===== src/rtl/mem_arbiter.sv =====
// mem_arbiter
//   Shares one backing memory port between instruction fetch (IF) and data
//   access (DM). Only one transaction is outstanding at a time.
//   Data requests have priority over fetch. A saturating counter bounds how
//   many times in a row fetch can lose, and a taken branch can squash the
//   response of an in-flight fetch.
//
// Ports
//   clk_i, rst_ni                      clock, synchronous active-low reset
//   if_req_i/if_addr_i/if_kill_i       fetch request, address, squash
//   if_gnt_o/if_rvalid_o/if_rdata_o    fetch accept pulse, response pulse, data
//   dm_req_i/dm_we_i/dm_addr_i/dm_wdata_i  data request (load/store)
//   dm_gnt_o/dm_rvalid_o/dm_rdata_o    data accept pulse, response pulse, data
//   mem_req_o/mem_we_o/mem_addr_o/mem_wdata_o  request to backing memory
//   mem_gnt_i/mem_rvalid_i/mem_rdata_i memory accept, response, read data
module mem_arbiter #(
    parameter int ADDR_W     = 64,
    parameter int DATA_W     = 64,
    parameter int STARVE_MAX = 4
) (
    input  logic              clk_i,
    input  logic              rst_ni,
    input  logic              if_req_i,
    input  logic [ADDR_W-1:0] if_addr_i,
    input  logic              if_kill_i,
    output logic              if_gnt_o,
    output logic              if_rvalid_o,
    output logic [DATA_W-1:0] if_rdata_o,
    input  logic              dm_req_i,
    input  logic              dm_we_i,
    input  logic [ADDR_W-1:0] dm_addr_i,
    input  logic [DATA_W-1:0] dm_wdata_i,
    output logic              dm_gnt_o,
    output logic              dm_rvalid_o,
    output logic [DATA_W-1:0] dm_rdata_o,
    output logic              mem_req_o,
    output logic              mem_we_o,
    output logic [ADDR_W-1:0] mem_addr_o,
    output logic [DATA_W-1:0] mem_wdata_o,
    input  logic              mem_gnt_i,
    input  logic              mem_rvalid_i,
    input  logic [DATA_W-1:0] mem_rdata_i
);

    localparam int CNT_W = $clog2(STARVE_MAX + 1);
    localparam logic [CNT_W-1:0] CNT_MAX = CNT_W'(STARVE_MAX);

    typedef enum logic [1:0] {
        S_IDLE,
        S_REQ,
        S_RESP
    } state_e;

    state_e            state_q, state_d;
    logic              owner_dm_q, owner_dm_d;  // 1 = DM owns the transaction
    logic              we_q, we_d;
    logic [ADDR_W-1:0] addr_q, addr_d;
    logic [DATA_W-1:0] wdata_q, wdata_d;
    logic              drop_q, drop_d;          // squash the pending IF response
    logic [CNT_W-1:0]  starve_q, starve_d;
    logic              if_wins;

    always_comb begin
        state_d     = state_q;
        owner_dm_d  = owner_dm_q;
        we_d        = we_q;
        addr_d      = addr_q;
        wdata_d     = wdata_q;
        drop_d      = drop_q;
        starve_d    = starve_q;
        if_gnt_o    = 1'b0;
        if_rvalid_o = 1'b0;
        if_rdata_o  = '0;
        dm_gnt_o    = 1'b0;
        dm_rvalid_o = 1'b0;
        dm_rdata_o  = '0;
        mem_req_o   = 1'b0;
        mem_we_o    = 1'b0;
        mem_addr_o  = '0;
        mem_wdata_o = '0;

        // Fetch wins when alone, or when it has lost STARVE_MAX times in a row.
        if_wins = if_req_i && (!dm_req_i || (starve_q == CNT_MAX));

        case (state_q)
            S_IDLE: begin
                if (if_req_i || dm_req_i) begin
                    state_d    = S_REQ;
                    owner_dm_d = !if_wins;
                    if (if_wins) begin
                        we_d     = 1'b0;
                        addr_d   = if_addr_i;
                        wdata_d  = '0;
                        starve_d = '0;
                    end else begin
                        we_d    = dm_we_i;
                        addr_d  = dm_addr_i;
                        wdata_d = dm_wdata_i;
                        // Count only losses that actually kept fetch waiting.
                        if (if_req_i) begin
                            starve_d = (starve_q == CNT_MAX) ? starve_q
                                                             : starve_q + CNT_W'(1);
                        end else begin
                            starve_d = '0;
                        end
                    end
                end
            end

            S_REQ: begin
                mem_req_o   = 1'b1;
                mem_we_o    = we_q;
                mem_addr_o  = addr_q;
                mem_wdata_o = wdata_q;
                // The memory still needs its handshake, so a killed fetch runs
                // to completion and only its response is hidden.
                if (!owner_dm_q && if_kill_i) begin
                    drop_d = 1'b1;
                end
                if (mem_gnt_i) begin
                    state_d = S_RESP;
                    if (owner_dm_q) begin
                        dm_gnt_o = 1'b1;
                    end else begin
                        if_gnt_o = 1'b1;
                    end
                end
            end

            S_RESP: begin
                if (!owner_dm_q && if_kill_i) begin
                    drop_d = 1'b1;
                end
                if (mem_rvalid_i) begin
                    state_d = S_IDLE;
                    drop_d  = 1'b0;
                    if (owner_dm_q) begin
                        dm_rvalid_o = 1'b1;
                        dm_rdata_o  = mem_rdata_i;
                    end else if (!drop_q && !if_kill_i) begin
                        if_rvalid_o = 1'b1;
                        if_rdata_o  = mem_rdata_i;
                    end
                end
            end

            default: begin
                state_d = S_IDLE;
            end
        endcase
    end

    always_ff @(posedge clk_i) begin
        if (!rst_ni) begin
            state_q    <= S_IDLE;
            owner_dm_q <= 1'b0;
            we_q       <= 1'b0;
            addr_q     <= '0;
            wdata_q    <= '0;
            drop_q     <= 1'b0;
            starve_q   <= '0;
        end else begin
            state_q    <= state_d;
            owner_dm_q <= owner_dm_d;
            we_q       <= we_d;
            addr_q     <= addr_d;
            wdata_q    <= wdata_d;
            drop_q     <= drop_d;
            starve_q   <= starve_d;
        end
    end

endmodule


===== config.mk =====
export PLATFORM = sky130hd
export DESIGN_NAME = mem_arbiter
export DESIGN_NICKNAME = d
export VERILOG_FILES = /design/src/rtl/mem_arbiter.sv
export SDC_FILE = /design/constraint.sdc
export NUM_CORES = 1
export LEC_CHECK = 0
export ABC_AREA = 1
export BUFFER_PORTS_ARGS = -buffer_cell sky130_fd_sc_hd__buf_2
export CORE_AREA = 2 2 203 205
export DETAILED_ROUTE_END_ITERATION = 12
export DIE_AREA = 0 0 205 207
export GPL_ROUTABILITY_DRIVEN = 0
export HOLD_SLACK_MARGIN = 0.1
export SLEW_MARGIN = 20
export SYNTH_ARGS = -nofsm -noshare
export SYNTH_HDL_FRONTEND = slang
export SYNTH_SLANG_ARGS = --single-unit

===== constraint.sdc =====
create_clock -name clk_i -period 1.9 [get_ports clk_i]
set_clock_uncertainty 0.1 [all_clocks]
set_input_delay 0.095 -clock clk_i [delete_from_list [all_inputs] [get_ports clk_i]]
set_output_delay 0.095 -clock clk_i [all_outputs]
set_load 0.05 [all_outputs]

# Word-level counts from Yosys, hierarchy flattened
# Index checks and enable logic that the tools add are counted.
[op_classes]
add_sub_neg = 1
n_eq_ne = 7
mux = 36
n_reduce_logical = 15
[ops]
columns = ["operator", "count"]
rows = [
  ["two-way mux 64 bit", 11],
  ["two-way mux 1 bit", 17],
  ["two-way mux 3 bit", 3],
  ["two-way mux 2 bit", 3],
  ["inequality test 2 bit (second input constant)", 3],
  ["one-hot mux 2 bit (3 select lines)", 1],
  ["AND reduction 3 bit", 2],
  ["zero test 1 bit", 5],
  ["adder 3 x 1 -> 3 bit (second input constant)", 1],
  ["== test 3 bit (second input constant)", 1],
  ["logical AND 1 bit", 3],
  ["inequality test 3 bit (second input constant)", 1],
  ["== test 2 x 1 -> 1 bit (second input constant)", 1],
  ["== test 2 bit (second input constant)", 1],
  ["zero test 2 bit", 1],
  ["logical OR 1 bit", 2],
  ["one-hot mux 1 bit (2 select lines)", 1],
  ["AND reduction 2 bit", 1],
  ["nonzero test 2 bit", 1],
]
[totals]
register_bits = 136
inputBits = 264
output_inout_bits = 262
word_cells = 66

# Depth between registers and ports, before layout
[logic_depth]
ltp_word = 6
mapped_depth = 11
mapped_depth_nobuf = 9

# Worst setup path after synthesis
# Ideal clock, no wire load.
[synth_path]
path_type = "register -> output"
startpoint = "register state_q[0]"
endpoint = "output dm_rdata_o[10]"
arrival_ns = 2.412
required_time_ns = 1.705
setup_slack_ns = -0.707
path_stages_with_launch = 8
n_path_buf = 1
cell_sequence = "dfxtp_1 inv_1 ha_1 nand2_1 nor2_1 inv_2 clkbuf_1 nor2_1"
[synth_via]
elab_chain_len = 2
[synth_rtl]
columns = ["item", "line_no", "source"]
rows = [
  ["from (decl)", "54", "state_e state_q, state_d;"],
  ["from (signal assigned)", "163", "state_q <= state_d;"],
  ["== test 2 bit", "85", "case (state_q)"],
  ["two-way mux 64 bit", "85", ""],
  ["to (decl)", "35", "output logic [DATA_W-1:0] dm_rdata_o,"],
]
# Every way passes these cells.

# Worst setup path in the final report
[layout_path]
startpoint = "register drop_q"
endpoint = "output if_rdata_o[10]"
[layout_via]
elab_chain_len = 6
[layout_rtl]
columns = ["item", "line_no", "source"]
rows = [
  ["from (decl)", "59", "logic drop_q, drop_d;"],
  ["from (signal assigned)", "168", "drop_q <= drop_d;"],
  ["zero test 1 bit", "140", "end else if (!drop_q && !if_kill_i) begin"],
  ["logical AND 1 bit", "140", ""],
  ["two-way mux 64 bit", "140", ""],
  ["two-way mux 64 bit", "137", "if (owner_dm_q) begin"],
  ["two-way mux 64 bit", "134", "if (mem_rvalid_i) begin"],
  ["two-way mux 64 bit", "85", ""],
  ["to (decl)", "28", "output logic [DATA_W-1:0] if_rdata_o,"],
]
# Every way passes these cells.

==> metrics.md <==
| Metric | Value |
|---|---|
| Final worst slack | `-0.221 ns` |
| R2R Path Start | `state_q[0]$_SDFFE_PN0P_` |
| Vias/cell | `4.48` |
| RSZ-0062 raised after global routing | `true` |
| Nets@finish | `2443` |
| Int Pwr | `11.5 mW` |
| First-pass GRT wire length | `59900 um` |
| CTS tree | `done` |
| Net switching power | `9.78 mW` |
| Site row count | `74` |
| LEAKAGE | `8.78 nW` |
| Pwr Density | `1110 nW/um^2` |
| Clk slew on worst S/H paths | `0.06 ns` |
| Synth top area share | `34.3%` |
| Worst Setup Start Kind | `flip-flop` |
| Crit-path slowest cell | `dfxtp_2` |
| Worst EP required | `1.70 ns` |
| Starting density of the core | `19.6%` |
| Worst Hold Depth | `4` |
| Area of the mapped netlist | `7930 um^2` |
| Critical Path Fanout Max | `12` |
| Kind of critical path | `reg2out` |
| Leading area contributor after synthesis | `dfxtp_1` |
| Initial DRC count | `802` |
| Crit path largest cell delay | `0.32 ns` |
| Core area | `40400 um^2` |
| Seq pwr share | `20.0%` |
| Fillers | `3512` |
| Sw Share | `46.0%` |
| WL final | `47800 um` |
| Hold EP | `wdata_q[0]$_SDFFE_PN0P_` |
| Reg2reg setup slack | `-0.08 ns` |
| Die width | `205 um` |
| Minimum clock period | `2.12 ns` |
| # clock sinks | `136` |
| Post-Layout Cell Count | `2719` |
| Hold Crit Class | `in2reg` |
| Post-synthesis net count | `1660` |
| Final setup violating endpoints | `264` |
| Worst Min Path Start | `dm_wdata_i[0]` |
| Critical path, cell by cell | `or2_4 -> nor3_4 -> buf_6 -> inv_16 -> buf_16 -> nor2_4 -> buf_8` |
| Largest net degree at the start of global routing | `83` |
| Arr. time, crit path | `1.93 ns` |
| Dpl cells | `2415` |
| Post-synth top cells | `336 x nand2_1, 270 x inv_1, 266 x nor2_1` |
| Clock Power Share | `15.4%` |
| Slew Limit Headroom | `61.8%` |
| DR WL/cell | `17.6 um` |
| Antenna cells | `0` |
| Final Hold Viols | `0` |
| Max cap viols | `0` |
| Router iterations before antenna repair | `5` |
| FMAX | `471 MHz` |
| Layout area overhead | `141%` |
| Detailed placer's ending HPWL | `25500 um` |
| Die height | `207 um` |
| Worst reg2reg path depth | `13` |
| Die area | `42400 um^2` |
| Max Root-Sink Buffers | `2` |
| Max H-tree Level | `4` |
| FF-to-FF End | `wdata_q[6]$_SDFFE_PN0P_` |
| Port Buffer Count | `525` |
| Sequential area share after synthesis | `34.3%` |
| TritonCTS buffer count | `17` |
| Worst Setup End Kind | `output pin` |
| Synth warnings | `0` |
| CP bufs+invs | `4` |
| Post-layout util | `47.4%` |
| Via count | `12184` |
| Ranking of synthesized cells by area | `dfxtp_1 34%, nand2_1 16%, inv_1 13%` |
| Outcome | `finished, violations left` |
| Vias in the first global route | `11726` |
| Most frequent cell after synthesis | `nand2_1` |
| Initial antenna violation count | `0` |
| Share of cells above drive strength 1 | `49.1%` |
| Synth Flop Type | `dfxtp_1` |
| Post-synth cell types | `23` |
| Combinational power share | `64.6%` |
| Antenna viol nets, final | `0` |
| Async set-reset flop share out of synthesis | `0%` |
| Remaining global-route overflow | `0` |
| Synth Instances | `1391` |
| EDFF count, synth | `0` |
| Syn Area/Cell | `5.70 um^2` |
| Failing checks | `setup timing` |
| Drt drc | `0` |
| Seq cells post-synth | `136` |
| Worst path top cell family by delay | `simple AND/OR/NAND/NOR gates` |
| Max VDD drop | `650 uV` |
| Slew @ Worst Pin | `0.573 ns` |
| # IOs | `526` |
| Pins Over Slew Limit | `0` |
| Clk Tree Root Cell | `clkbuf_16` |
| GRT Total Usage | `17.8%` |
| Latest clock arrival within the worst-skew pair | `0.44 ns` |
| Crit share post-route | `112%` |
## layout by cell type, fill, tap and decap left out, drive strengths merged, types with 5 or more instances in the layout
cell type and instances:
dfxtp 136, nor2 268, clkinvlp 112, a21oi 69, ha 5, nand3 197
inv 171, clkbuf 46, dlygate4sd3 200, nand2 336, buf 631
## registers in the layout (all words and copies together) (netlist names)
register    count
owner_dm_q      1
wdata_q        64
we_q            1
state_q         2
drop_q          1
addr_q         64
starve_q        3
## through the flow
step,hold WS [ns],cell area [um^2],setup slack [ns],setup TNS (ns),total power [mW]
after floorplan,0.116,8780,-0.382,-37.86,10.1
after global placement,0.263,12500,0.0952,0,12.9
after detailed placement,0.269,12500,0.101,0,13.0
after CTS,0.328,16900,-0.203,-32.73,17.5
after global routing,0.361,19100,-0.295,-46.85,22.4
final,0.367,19100,-0.221,-24.98,21.3
## area by class of cell
| class | count | area, um^2 | area share (%) |
|---|---|---|---|
| clock buffer | 20 | 447 | 2.34 |
| timing repair buffer | 857 | 8470 | 44.3 |
| sequential | 136 | 2730 | 14.3 |
| multi-input combinational | 886 | 5200 | 27.2 |
| tap | 532 | 666 | 3.48 |
| timing repair inverter | 2 | 17.5 | 0.0916 |
| clock inverter | 12 | 113 | 0.589 |
| inverter | 274 | 1470 | 7.68 |
## worst max path at each step
stage                             startpoint                 endpoint  slack [ns]  cells past startpoint
global placement     state_q[1]$_SDFFE_PN0P_  addr_q[42]$_SDFFE_PN0P_         0.1                      9
finish                   drop_q$_SDFFE_PN0P_           if_rdata_o[10]       -0.22                      7
floorplan            state_q[1]$_SDFFE_PN0P_           if_rdata_o[19]       -0.38                      6
CTS                  state_q[0]$_SDFFE_PN0P_           dm_rdata_o[60]       -0.20                      9
detailed placement  starve_q[0]$_SDFFE_PN0P_  addr_q[56]$_SDFFE_PN0P_        0.10                     10
global route         state_q[0]$_SDFFE_PN0P_           if_rdata_o[10]       -0.29                      9
## timing repair
item,4_1_cts,5_1_grt
cloned,7,34
endpoints found under the setup margin,260,387
hold buffers,200,0
endpoints found under the hold margin,136,0
resized for setup,480,437
pin swaps,1,37
setup buffers,10,23
## cell families (layout without fill, tap and decap cells)
| logic type | count (synthesis) | after routing | share of synthesized area [%] |
|---|---|---|---|
| XOR/XNOR | 1 | 1 | 0.110 |
| AND/OR/NAND/NOR | 806 | 806 | 41.6 |
| adder cells (fa/ha/maj) | 5 | 5 | 0.789 |
| flip-flops | 136 | 136 | 34.3 |
| AO/OA/AOI/OAI | 72 | 74 | 4.62 |
| buffers and inverters | 371 | 1165 | 18.6 |
## power by group through the flow
stage | Sequential, mW | Combinational (mW) | Clock (mW)
after global routing | 4.33 | 14.5 | 3.49
after CTS | 4.14 | 9.98 | 3.38
final | 4.25 | 13.7 | 3.28
after floorplan | 4.06 | 6.08 | 0
after detailed placement | 4.16 | 8.84 | 0
after global placement | 4.13 | 8.80 | 0
## metal layers
layer	track usage, %	vias to the layer above	wire [um]
li1	-	5710	-
met1	18.1	5598	17100
met2	32.4	655	24300
met3	4.09	221	3410
met4	11.5	0	3020
met5	0	-	0
## tightest hold or removal path, delay by kind of cell
family                 cells  cell delay, ns
and+or+nand+nor            1            0.08
buffers and inverters      2            0.64
AOI/OAI and AO/OA          1            0.05
(Power assumes the default switching activity.)
